`src/rtl/cruise_cmd_conditioner.sv`:
```
// Front-end for the cruise control block: turns bouncy driver buttons into clean
// change pulses (with auto-repeat and a both-pressed lockout) and filters alertness.
module cruise_cmd_conditioner #(
  parameter int unsigned DEBOUNCE_CYC  = 4,
  parameter int unsigned REPEAT_DELAY  = 8,
  parameter int unsigned REPEAT_PERIOD = 4,
  parameter int unsigned DROWSY_LEVEL  = 3,
  parameter int unsigned DROWSY_CYC    = 6
) (
  input  logic       clock,
  input  logic       reset_n,
  input  logic       btn_up,
  input  logic       btn_down,
  input  logic [2:0] alert_raw,
  output logic [1:0] change,
  output logic [2:0] hooshyari,
  output logic       drowsy,
  output logic       lockout
);

  typedef enum logic [1:0] {IDLE, HOLD, REPEAT, LOCK} state_e;

  localparam logic [1:0] CHG_HOLD = 2'b00;
  localparam logic [1:0] CHG_UP   = 2'b10;
  localparam logic [1:0] CHG_DOWN = 2'b11;

  localparam logic [7:0] DEB_LIM    = 8'(DEBOUNCE_CYC);
  localparam logic [7:0] RPT_DELAY  = 8'(REPEAT_DELAY);
  localparam logic [7:0] RPT_PERIOD = 8'(REPEAT_PERIOD);
  localparam logic [7:0] DRW_LIM    = 8'(DROWSY_CYC);
  localparam logic [3:0] DRW_LVL    = 4'(DROWSY_LEVEL);

  function automatic logic [7:0] sat_inc(input logic [7:0] v);
    return (v == 8'hFF) ? v : v + 8'd1;
  endfunction

  // Button vectors: bit 0 is btn_up, bit 1 is btn_down.
  logic [1:0] sync1_q, sync2_q;
  logic [1:0] db_q, db_d, db_prev_q;
  logic [7:0] deb_cnt_q [2];
  logic [7:0] deb_cnt_d [2];

  state_e     state_q, state_d;
  logic       dir_q, dir_d;
  logic [7:0] cnt_q, cnt_d;
  logic [1:0] change_q, change_d;
  logic       lockout_q, lockout_d;

  logic       drowsy_q, drowsy_d;
  logic [7:0] run_q, run_d;
  logic [2:0] hooshyari_q, hooshyari_d;

  logic [1:0] rise;
  logic       pulse;
  logic       pulse_dir;
  logic [1:0] pulse_code;
  logic       below;

  always_comb begin
    // NOTE: every _d gets its default before any branch, so no path can infer a latch.
    db_d = db_q;
    for (int i = 0; i < 2; i++) begin
      deb_cnt_d[i] = 8'd0;
      if (sync2_q[i] != db_q[i]) begin
        if (sat_inc(deb_cnt_q[i]) >= DEB_LIM) begin
          db_d[i] = ~db_q[i];
        end else begin
          deb_cnt_d[i] = sat_inc(deb_cnt_q[i]);
        end
      end
    end
  end

  assign rise = db_q & ~db_prev_q;

  always_comb begin
    state_d   = state_q;
    dir_d     = dir_q;
    cnt_d     = cnt_q;
    pulse     = 1'b0;
    pulse_dir = dir_q;
    case (state_q)
      IDLE: begin
        if (&db_q) begin
          state_d = LOCK;
        end else if (rise[0]) begin
          pulse     = 1'b1;
          pulse_dir = 1'b0;
          dir_d     = 1'b0;
          cnt_d     = RPT_DELAY;
          state_d   = HOLD;
        end else if (rise[1]) begin
          pulse     = 1'b1;
          pulse_dir = 1'b1;
          dir_d     = 1'b1;
          cnt_d     = RPT_DELAY;
          state_d   = HOLD;
        end
      end
      HOLD, REPEAT: begin
        if (rise[~dir_q]) begin
          state_d = LOCK;
        end else if (!db_q[dir_q]) begin
          state_d = IDLE;
        end else if (cnt_q <= 8'd1) begin
          // The decrement that lands on zero issues the pulse in the same cycle.
          pulse   = 1'b1;
          cnt_d   = RPT_PERIOD;
          state_d = REPEAT;
        end else begin
          cnt_d = cnt_q - 8'd1;
        end
      end
      LOCK: begin
        if (db_q == 2'b00) state_d = IDLE;
      end
      default: state_d = IDLE;
    endcase
  end

  assign pulse_code = pulse_dir ? CHG_DOWN : CHG_UP;

  always_comb begin
    change_d = CHG_HOLD;
    if (pulse && !drowsy_d && (change_q != pulse_code)) change_d = pulse_code;
    lockout_d = (state_d == LOCK);
  end

  assign below = ({1'b0, alert_raw} < DRW_LVL);

  always_comb begin
    drowsy_d = drowsy_q;
    run_d    = 8'd0;
    if (below != drowsy_q) begin
      if (sat_inc(run_q) >= DRW_LIM) begin
        drowsy_d = ~drowsy_q;
      end else begin
        run_d = sat_inc(run_q);
      end
    end
    hooshyari_d = drowsy_d ? 3'b000 : alert_raw;
  end

  always_ff @(posedge clock or negedge reset_n) begin
    if (!reset_n) begin
      sync1_q     <= 2'b00;
      sync2_q     <= 2'b00;
      db_q        <= 2'b00;
      db_prev_q   <= 2'b00;
      // NOTE: the counter array is ordinary flops, so it is cleared with the rest.
      deb_cnt_q   <= '{8'd0, 8'd0};
      state_q     <= IDLE;
      dir_q       <= 1'b0;
      cnt_q       <= 8'd0;
      change_q    <= CHG_HOLD;
      lockout_q   <= 1'b0;
      drowsy_q    <= 1'b0;
      run_q       <= 8'd0;
      hooshyari_q <= 3'b111;
    end else begin
      // NOTE: non-blocking so every flop samples the pre-edge values together.
      sync1_q     <= {btn_down, btn_up};
      sync2_q     <= sync1_q;
      db_q        <= db_d;
      db_prev_q   <= db_q;
      deb_cnt_q   <= deb_cnt_d;
      state_q     <= state_d;
      dir_q       <= dir_d;
      cnt_q       <= cnt_d;
      change_q    <= change_d;
      lockout_q   <= lockout_d;
      drowsy_q    <= drowsy_d;
      run_q       <= run_d;
      hooshyari_q <= hooshyari_d;
    end
  end

  assign change    = change_q;
  assign hooshyari = hooshyari_q;
  assign drowsy    = drowsy_q;
  assign lockout   = lockout_q;

  a_no_code_01: assert property (@(posedge clock) disable iff (!reset_n)
    change != 2'b01);
  a_no_repeat_code: assert property (@(posedge clock) disable iff (!reset_n)
    (change != CHG_HOLD) |=> (change != $past(change)));
  a_lock_quiet: assert property (@(posedge clock) disable iff (!reset_n)
    lockout |-> (change == CHG_HOLD));
  a_drowsy_quiet: assert property (@(posedge clock) disable iff (!reset_n)
    drowsy |-> (change == CHG_HOLD && hooshyari == 3'b000));

endmodule
```
`config.mk`:
```
export PLATFORM = sky130hd
export DESIGN_NAME = cruise_cmd_conditioner
export DESIGN_NICKNAME = d
export VERILOG_FILES = /design/src/rtl/cruise_cmd_conditioner.sv
export SDC_FILE = /design/constraint.sdc
export NUM_CORES = 1
export LEC_CHECK = 0
export CAP_MARGIN = 20
export CORE_MARGIN = 2
export CORE_UTILIZATION = 63
export DETAILED_ROUTE_END_ITERATION = 8
export PLACE_DENSITY = 0.84
export SYNTH_ARGS = -nofsm -noshare
export SYNTH_HDL_FRONTEND = slang
export SYNTH_SLANG_ARGS = --single-unit
```
`constraint.sdc`:
```
create_clock -name clock -period 6.35 [get_ports clock]
set_input_delay 1.27 -clock clock [delete_from_list [all_inputs] [get_ports clock]]
set_output_delay 1.27 -clock clock [all_outputs]
set_load 0.01 [all_outputs]
```
======== After elaboration in Yosys (flattened, before gate mapping) ========
Cells that the tools add are included.
word-level totals
  output and inout port bits .............. 7
  memory bits (writable) .................. 0
  register bits ........................... 50
  latch bits .............................. 0
  memories kept ........................... 0
  input bits .............................. 7
  bits in read-only memories .............. 0
operators by class
  eq/ne operators ......................... 15
  bitwise logic cells ..................... 6
  shift-type cells ........................ 0
  multipliers ............................. 0
  magnitude comparators ................... 7
  add/sub/neg operators ................... 4
  reductions and logical operators ........ 11
  div/mod/pow operators ................... 0
  muxes and demuxes ....................... 44
operators by type and width
  operator                                                                       count
  8-bit two-way mux                                                              15
  8-bit by 1-bit adder with 8-bit output (second input constant)                 3
  8-bit equality test (second input constant)                                    3
  8-bit by 3-bit >= comparator with 1-bit output (second input constant)         3
  1-bit two-way mux                                                              17
  2-bit two-way mux                                                              8
  8-bit case mux with 2 select lines                                             1
  8-bit by 1-bit <= comparator with 1-bit output (second input constant)         1
  8-bit by 1-bit subtractor with 8-bit output (second input constant)            1
  2-bit equality test (second input constant)                                    3
  2-bit inequality test (second input constant)                                  3
  2-bit case mux with 3 select lines                                             1
  2-bit AND reduction                                                            3
  5-bit AND reduction                                                            1
  2-bit zero test                                                                2
  1-bit by 2-bit less-than comparator with 1-bit output (second input constant)  2
  1-bit inverter                                                                 4
  3-bit by 2-bit less-than comparator with 1-bit output (second input constant)  1
  3-bit two-way mux                                                              1
  1-bit inequality test                                                          3
  3-bit inequality test (second input constant)                                  1
  2-bit bitwise AND                                                              1
  2-bit by 1-bit equality test with 1-bit output (second input constant)         1
  1-bit logical AND                                                              2
  6 further kinds                                                                6

======== Depth between registers and ports, before layout ========
  word-level depth ........................ 10
  mapped depth ............................ 9
  mapped depth without buffers ............ 7

======== Least setup slack after synthesis ========
Ideal clock, no wire load.
  path kind ............................... reg2reg
  from .................................... reg state_q[0]
  to ...................................... reg cnt_q[1]
  arrival time ............................ 1.868 ns
  setup time .............................. 0.125 ns
  setup slack ............................. 4.357 ns
  cell stages (with the launch flop) ...... 9
  period minus slack after synthesis ...... 1.993 ns
  cells stage by stage .................... dfrtp_1 > inv_1 > ha_1 > clkbuf_1 > a21boi_0 > a31oi_1 > a221oi_1 > buf_2 > mux2_2
between the ends
  longest elaborated chain between the ends .. 4
  elaborated cells on any way between the ends .. 11
  classes of those cells .................. eq/ne (6); mux (1); reduce/logical (4)
ends and longest elaborated chain
  item                                                                                          RTL line  source
  from (decl)                                                                                   43        state_e state_q, state_d;
  from (signal assigned)                                                                        167       state_q <= state_d;
  2-bit by 1-bit equality test with 1-bit output / 2-bit equality test (equally long branches)  82        case (state_q)
  2-bit OR reduction                                                                            82
  2-bit inequality test (no source line) / 2-bit nonzero test (equally long branches)           n/a
  5-bit AND reduction (no source line)                                                          n/a
  to (signal assigned)                                                                          169       cnt_q <= cnt_d;
  to (decl)                                                                                     45        logic [7:0] cnt_q, cnt_d;
Parallel ways exist; a longest one is shown, timed or not.
A chain may end at the register's enable or synchronous reset.

======== Worst setup path after layout ========
  from .................................... reg hooshyari_q[0] (netlist: hooshyari[0])
  to ...................................... out hooshyari[0]
RTL lines
  item                    RTL line  source
  from (decl)             51        logic [2:0] hooshyari_q, hooshyari_d;
  from (signal assigned)  174       hooshyari_q <= hooshyari_d;
  to (decl)               16        output logic [2:0] hooshyari,
No word-level cell between the ends.

==> summary.txt <==
Yosys
  • EDFF count, synth: 0
  • #FFs+latches synth: 50
  • Synth unique cells: 47
  • Mapped Area: 2300 um2
  • Asr flop ratio synth: 100%
  • Largest cells by area after synthesis: dfrtp_1, ha_1, dfstp_2
  • Synth Warn #: 0
  • Post-synthesis sequential area ratio: 54.6%
  • Synthesized area per cell: 10.7 um2
  • Mapped Cells: 215
  • Post-synth top flop: dfrtp_1
  • Synth top area share: 51.2%
  • Synth area leader: dfrtp_1

Timing
  • Worst Tran Pin Value: 0.781 ns
  • Layout Skew: 0.00623 ns
  • RSZ-0062 raised after global routing: false
  • # setup viols final: 0
  • Hold Slack: 0.366 ns
  • Crit share post-route: 42.3%
  • Hold violation count in the final report: 0
  • Total negative setup slack: 0 ns
  • Pins over their slew limit: 0
  • FMAX: between 300 and 400 MHz
  • Final min period: 2.69 ns
  • Slew margin rel.: around 48%
  • Final Worst Setup Slack: 3.66 ns

Floorplan
  • Die area: 4150 um2
  • Core area: between 3000 and 4000 um2
  • Die X-Extent: 64.4 um
  • Initial Util: 67.3%
  • Rows: 21
  • Die height: 64.4 um
  • Ports: 14

Critical path
  • Critical path data arrival time: 1.42 ns
  • CP Cell Sequence: clkdlybuf4s50_1
  • CP required: 5.08 ns
  • Critical path endpoint category: output pin
  • Critical path launch point type: flip-flop
  • RR Endpoint: cnt_q[1]
  • Buf/Inv on CP: 1
  • Setup slack, reg-to-reg: 3.85 ns
  • Reg-to-reg startpoint: state_q[0]
  • Crit-path max FO: 1
  • Slowest-stage cell, CP: dfstp_2
  • Top delay family on crit path: flip-flops
  • Crit Path Category: reg2out
  • Reg2reg path depth: 7
  • CP max stage delay: 0.54 ns

Final layout
  • Final Cell Area: ~2600 um2
  • # nets final: 261
  • Ant. Diodes: 0
  • Area of the multi-input gates: about 1000 um2
  • Proportion of layout cells with a drive suffix above 1: 8.87%
  • Fillers: 261
  • Area delta synth->final: 13.3%
  • Storage cell area: 1250 um2

Clock network
  • Clock Tree Buf Depth: 2
  • CTS sink cnt: 50
  • CTS tree: built
  • Post-CTS resize count: 0
  • Post-CTS Setup Bufs: 0
  • Max H-tree Level: 2
  • Clock Latency Late Sink: roughly 0.37 ns
  • TritonCTS Buffers: 5
  • Hold Buf Count CTS: 0
  • Worst-path clk slew: 0.13 ns
  • Root buffer cell: clkbuf_4

Global routing
  • Global-route wire length before repair: 6690 um
  • Largest net degree at the start of global routing: 51
  • Met2 Use GR: 34.5%
  • Vias in the first global route: 1540
  • GRT Residual Overflow: 0
  • M3 GR Usage: 5.28%
  • GR peak layer: met2
  • Gr usage total: 21.4%
  • Antenna violations before repair: 0
  • Grt met1 use: 27.2%

Min path
  • Min-delay src: sync1_q[1]
  • Hold path depth: 0
  • Worst hold path class: reg2reg
  • Worst Hold Path EP: sync2_q[1]

Detailed routing
  • DRT Wirelength: 3700 um
  • Routed WL per cell: ~13 um
  • DRT iter0 DRCs: 89
  • Via density: 5.45
  • Detail Route Antenna Nets: 0
  • Pre-Repair DR Iteration Count: 4
  • Vias: 1603
  • DRC viols: 0

Placed design
  • Pre-CTS setup slack: 3.68 ns
  • Placer Congestion: between 0.8 and 0.9
  • Port Buffers: 13
  • Post-DP HPWL: 2610 um
  • Placed cell areas: 2510 um2

Power and ir drop
  • Int Pwr: 531 uW
  • Switching Share: 35.6%
  • Clock share of power: 17.0%
  • Flop pwr share: 47.9%
  • P_leak: between 1 and 1.5 nW
  • Sw power: 294 uW
  • Logic pwr share: a little over a third
  • Pwr dens: 317 nW/um2
  • Pwr Total: 825 uW
  • Worst IR Drop VDD: 238 uV

Flow run
  • Max Cap Violations: 0

Status
  • Status: finished, final reports clean
==> cells by family after synthesis <==
group | after synthesis | synth area share (%)
DFF | 50 | 54.6
buffers and inverters | 16 | 2.72
and+or+nand+nor | 77 | 17.0
muxes | 9 | 4.14
xor gates and xnor gates | 8 | 3.05
AOI/OAI and AO/OA | 47 | 14.4
adders and majority gates | 7 | 3.81
other | 1 | 0.163
==> synthesized netlist by cell type (all sizes together) (2+ instances only) <==
master / instances
dfrtp: 47
nor3b: 2
o21ai: 11
nor2: 16
clkbuf: 4
a21oi: 6
or2: 2
xor2: 6
a31oi: 2
buf: 2
a22o: 5
a211oi: 2
a21boi: 2
nand3: 5
nand4: 2
mux2: 4
a2bb2oi: 2
inv: 10
or3: 2
mux2i: 5
and3: 3
o21a: 3
nand2b: 5
nor3: 13
a221oi: 2
nand2: 18
a21o: 4
and2: 3
xnor2: 2
ha: 7
dfstp: 3
nor4: 2
==> power groups by stage <==
stage          clock [mW]  sequential [mW]  combinational [mW]
2_1_floorplan           0            0.394               0.219
3_3_place_gp            0            0.399               0.272
3_5_place_dp            0            0.400               0.281
4_1_cts             0.146            0.395               0.283
5_1_grt             0.162            0.402               0.332
6_report            0.140            0.395               0.289
==> how the worst max path moves through the flow <==
stage                      start      endpoint  slack, ns  depth (start not counted)
floorplan             state_q[0]      cnt_q[1]       4.36                          8
global route          state_q[0]      cnt_q[4]       3.57                          8
CTS                 hooshyari[0]  hooshyari[0]       3.64                          1
global placement      state_q[0]      cnt_q[5]       3.78                          7
detailed placement    state_q[0]      cnt_q[7]       3.68                          7
finish              hooshyari[0]  hooshyari[0]       3.66                          1
==> cell usage in the layout (no fill, tap or decap), types with 3 or more instances in the layout <==
master           instances
and3_1                   3
nor3_1                  13
nor2_1                  16
a21oi_1                  6
dfstp_2                  3
mux2i_1                  5
and2_1                   3
inv_1                   10
a21o_1                   4
nand2b_1                 5
a22o_1                   4
xor2_1                   6
ha_1                     7
o21ai_0                 11
dfrtp_1                 47
clkdlybuf4s50_1         12
nand3_1                  5
mux2_2                   4
conb_1                  17
o21a_1                   3
clkbuf_4                 5
nand2_1                 18
==> through the flow <==
stage	std cells	utilization, %
after floorplan	231	-
after global placement	284	73.6
after detailed placement	284	73.6
after CTS	292	75.2
after global routing	294	76.2
final	294	76.2
==> per-layer routing <==
| metal | wire length, um | vias to the layer above |
|---|---|---|
| met3 | 119 | 9 |
| met4 | 80 | 0 |
| met1 | 1780 | 758 |
| met2 | 1720 | 21 |
| met5 | 0 | - |
| li1 | - | 815 |
==> area by class of cell <==
class	instances	share of cell area (%)
Tap cell	46	2.21
Clock buffer	6	1.59
Multi-Input combinational cell	165	40.0
Timing Repair Buffer	15	6.06
Sequential cell	50	48.2
Inverter	10	1.44
Clock inverter	2	0.529
==> state kept, by name, summed over array words and instances (netlist names) <==
register,cells
run_q,8
sync2_q,2
sync1_q,2
drowsy,1
change,2
dir_q,1
cnt_q,8
lockout,1
hooshyari,3
db_prev_q,2
deb_cnt_q,16
db_q,2
state_q,2
Note: power is estimated with default switching activity, not from simulation.
